==> config.mk <==
export PLATFORM = sky130hd
export DESIGN_NAME = full_adder
export DESIGN_NICKNAME = d
export VERILOG_FILES = /design/src/rtl/full_adder_pkg.sv /design/src/rtl/full_adder_bit.sv /design/src/rtl/full_adder.sv
export SDC_FILE = /design/constraint.sdc
export NUM_CORES = 1
export LEC_CHECK = 0
export CAP_MARGIN = 0
export CORE_AREA = 2 2 39 41
export DETAILED_ROUTE_END_ITERATION = 7
export DIE_AREA = 0 0 41 43
export PLACE_DENSITY = 0.35
export SYNTH_ARGS = -nofsm -noshare
export SYNTH_HDL_FRONTEND = slang
export SYNTH_SLANG_ARGS = --single-unit
==> constraint.sdc <==
create_clock -name clk -period 1.35 [get_ports clk]
set_input_delay 0.405 -clock clk [delete_from_list [all_inputs] [get_ports clk]]
set_output_delay 0.405 -clock clk [all_outputs]
set_load 0.1 [all_outputs]
==> src/rtl/full_adder_pkg.sv <==
// full_adder_pkg: shared width limit and result record for the registered adder.
package full_adder_pkg;
   localparam int FA_MAX_WIDTH = 64;
   typedef struct packed {
      logic [FA_MAX_WIDTH-1:0] sum;
      logic                    cout;
      logic                    ovf;
   } fa_result_t;
endpackage

==> src/rtl/full_adder_bit.sv <==
// full_adder_bit: combinational 1-bit full-adder slice.
module full_adder_bit (
   input  logic a,
   input  logic b,
   input  logic cin,
   output logic s,
   output logic cout
);
   assign s    = a ^ b ^ cin;
   assign cout = (a & b) | (cin & (a ^ b));
endmodule

==> src/rtl/full_adder.sv <==
// full_adder: WIDTH-bit ripple-carry adder with registered sum, carry, signed overflow and valid.
module full_adder
   import full_adder_pkg::*;
#(
   parameter int WIDTH = 1
) (
   input  logic             clk,
   input  logic             rst,
   input  logic [WIDTH-1:0] In1,
   input  logic [WIDTH-1:0] In2,
   input  logic             Cin,
   input  logic             in_valid,
   output logic [WIDTH-1:0] Sum,
   output logic             Cout,
   output logic             Ovf,
   output logic             out_valid
);
   logic [WIDTH:0]   c;
   logic [WIDTH-1:0] s;
   fa_result_t       res_d, res_q;
   logic             valid_d, valid_q;
   logic             unused_sum_hi;
   assign c[0] = Cin;
   genvar i;
   for (i = 0; i < WIDTH; i++) begin : g_bit
      full_adder_bit u_bit (
         .a   (In1[i]),
         .b   (In2[i]),
         .cin (c[i]),
         .s   (s[i]),
         .cout(c[i+1])
      );
   end
   // Inputs are only looked at when in_valid is high, so X on idle inputs never reaches the registers.
   always_comb begin
      res_d   = res_q;
      valid_d = in_valid;
      if (in_valid) begin
         res_d.sum            = '0;
         res_d.sum[WIDTH-1:0] = s;
         res_d.cout           = c[WIDTH];
         res_d.ovf            = c[WIDTH-1] ^ c[WIDTH];
      end
   end
   always_ff @(posedge clk or posedge rst) begin
      if (rst) begin
         res_q   <= '0;
         valid_q <= 1'b0;
      end else begin
         res_q   <= res_d;
         valid_q <= valid_d;
      end
   end
   assign Sum           = res_q.sum[WIDTH-1:0];
   assign Cout          = res_q.cout;
   assign Ovf           = res_q.ovf;
   assign out_valid     = valid_q;
   assign unused_sum_hi = ^res_q.sum;
endmodule

==> flow_summary.json, run 1 <==
{
  "status": "complete, no violations",
  "path_delay_family": "adder cells",
  "cts_buffers": 3,
  "power_leakage_uw": 0.0001569,
  "post-route-drc-count": 0,
  "clkLatencyLatePin_ps": 230,
  "cts_hold_buf": 0,
  "clockBufferDepth": 2,
  "cts_root_buffer": "clkbuf_4",
  "row_count": 14,
  "postCtsSetupRepairBufs": 0,
  "routed_wl_um": 364,
  "dp_cells": 38,
  "fin_crit_ps": 1279,
  "finalHoldViolations": 0,
  "portBuffers": 9,
  "cts_tree": "built",
  "grt_util_met1": 0.06250,
  "max_slew_margin": 0.8839,
  "finalPower_uw": 525.0,
  "r2r_end": "Sum",
  "synth.avg_cell_area_sq_um": 14.90,
  "vias": 137,
  "cp.arrival_ps": 1390,
  "rsz0062_at_grt": "no",
  "cp_max_fo": 2,
  "syn_nets": 18,
  "pwr_density_cell_nw_per_um2": 1509,
  "layout_common_cells": "dfrtp_1, buf_12, clkbuf_4, dlygate4sd2_1",
  "setup_viol_count_final": 0,
  "grtUsageTotal": 0.05258,
  "areaGrowthSynthToFinish_pct": 112.2,
  "fp.dieW_um": 41,
  "post-route-cell-area_sq_um": 347.8,
  "r2r-start": "Sum",
  "drive_gt1_frac": 0.4400,
  "critPathMaxStageDelay_ps": 460,
  "use_met2": 0.05313,
  "multi_input_area_sq_um": 60.06,
  "slew_violations": 0,
  "seqCellArea_sq_um": 100.1,
  "grt_use_met3": 0.03665,
  "dieArea_sq_um": 1763,
  "layout.nets": 34,
  "syn_inst": 11,
  "drtPass1Iterations": 1,
  "n_antenna_cell": 0,
  "cts_max_level": 1,
  "pin_count": 10,
  "cap_viol_max_count": 0,
  "pre_cts_ws_ps": -374.7,
  "power_frac_clock": 0.279,
  "drt_iter0_drc": 0,
  "place_congestion": 0.6030,
  "viasPerCell": 3.341,
  "ys_types": 7,
  "ctsResizeCount": 3,
  "worst_pin_slew_ps": 173.7,
  "swShare": 0.3856,
  "cp_data_required_time_ps": 1460,
  "grt_max_degree": 5,
  "irDropWorstVdd_mv": 0.4235,
  "end_kind": "flip-flop",
  "grt-ovfl-total": 0,
  "layout.cells.non_filler": 41,
  "grt_pass1_wl_um": 552,
  "path_clk_slew_ps": 40,
  "place_area_sq_um": 329.1,
  "path_cells": "dlygate4sd2_1 > fa_1 > mux2_2",
  "ant_nets": 0,
  "n_fill_cell": 146,
  "fin_crit_sh": 0.9473,
  "initial_core_util": 0.1184,
  "intPower_uw": 322.6,
  "fin_util": 0.2514,
  "die_h_um": 43,
  "busiest_layer": "met1",
  "power_switching_uw": 202.5,
  "worst_clock_skew_ps": 0,
  "ys_seq_area_frac": 0.6107,
  "setup_ws_ps": 71.09,
  "crit_buf_inv": 1,
  "hp-class": "in2async",
  "synth_area_sq_um": 163.9,
  "combPwrFrac": 0.430,
  "r2r_slack_ps": 560,
  "ff2ff_path_depth": 1,
  "startpoint_type": "primary input",
  "slowest_stage": "fa_1",
  "fmax_mhz": 781.9,
  "worstSetupPathType": "in2reg",
  "wl_per_cell_um": 8.878,
  "antenna_found_initial": 0,
  "grt_pass1_vias": 143,
  "core_area_sq_um": 1384,
  "cts_sinks": 4,
  "ys_warn_count": 0,
  "seq_power_share": 0.291,
  "synth-seq-cells": 4
}
## state kept, by name (all words and copies together), names as in the netlist
name	flops
Cout	1
Ovf	1
Sum	1
out_valid	1
## Yosys cell counts
| library cell | n | area share |
|---|---|---|
| a21oi_1 | 1 | 0.031 |
| mux2_2 | 2 | 0.14 |
| xnor2_1 | 1 | 0.053 |
| nor2_1 | 1 | 0.023 |
| dfrtp_1 | 4 | 0.61 |
| fa_1 | 1 | 0.12 |
| inv_1 | 1 | 0.023 |
## worst max path at each step
stage / from / to / slack (ps) / cells after the start
finish: In2 / Cout / 70 / 3
detailed placement: Cin / Sum / -370 / 3
global route: In2 / Ovf / 50 / 4
floorplan: Ovf / Ovf / 50 / 0
CTS: In2 / Sum / 70 / 3
global placement: In1 / Cout / -350 / 3
## cell families after synthesis
group | after synthesis | synth area share
adder cells (fa/ha/maj) | 1 | 0.1221
multiplexers | 2 | 0.1374
AO/OA/AOI/OAI | 1 | 0.03051
XOR/XNOR | 1 | 0.05344
AND/OR/NAND/NOR | 1 | 0.02288
flip-flops | 4 | 0.6107
buffers and inverters | 1 | 0.02288
## through the flow
step / hold WS [ps] / TNS (ps)
after CTS: 360.6 / 0
after global placement: 567.9 / -1021
after detailed placement: 562.2 / -1065
after floorplan: 171.1 / 0
final: 362.5 / 0
after global routing: 374.6 / 0
## per-layer routing
metal | part of all wire | wire length [um] | vias up
met1 | 0.40 | 145 | 62
met4 | 0 | 0 | 0
met2 | 0.42 | 154 | 10
met5 | 0 | 0 | -
met3 | 0.18 | 64 | 0
li1 | - | - | 65
## final cells by class
cell class,instances,share of cell area
well taps,16,0.05755
clock buffers,3,0.06475
multi-input cells,6,0.1727
flip-flops and latches,4,0.2878
repair buffers,11,0.4065
inverters,1,0.01079
## power by group through the flow
| stage | Combinational (uW) | Sequential [uW] | Clock [uW] |
|---|---|---|---|
| 6_report | 226 | 153 | 147 |
| 5_1_grt | 233 | 155 | 167 |
| 4_1_cts | 228 | 153 | 158 |
| 3_5_place_dp | 231 | 154 | 0 |
| 3_3_place_gp | 229 | 154 | 0 |
| 2_1_floorplan | 21.6 | 259 | 0 |
Power figures use the tool's default switching activity.
==> run 2, diff against run 1 <==
SETUP_SLACK_MARGIN = 0.02   (was not set)
==> results of run 2 <==
Final layout, timing and power as in run 1 (identical DEF).
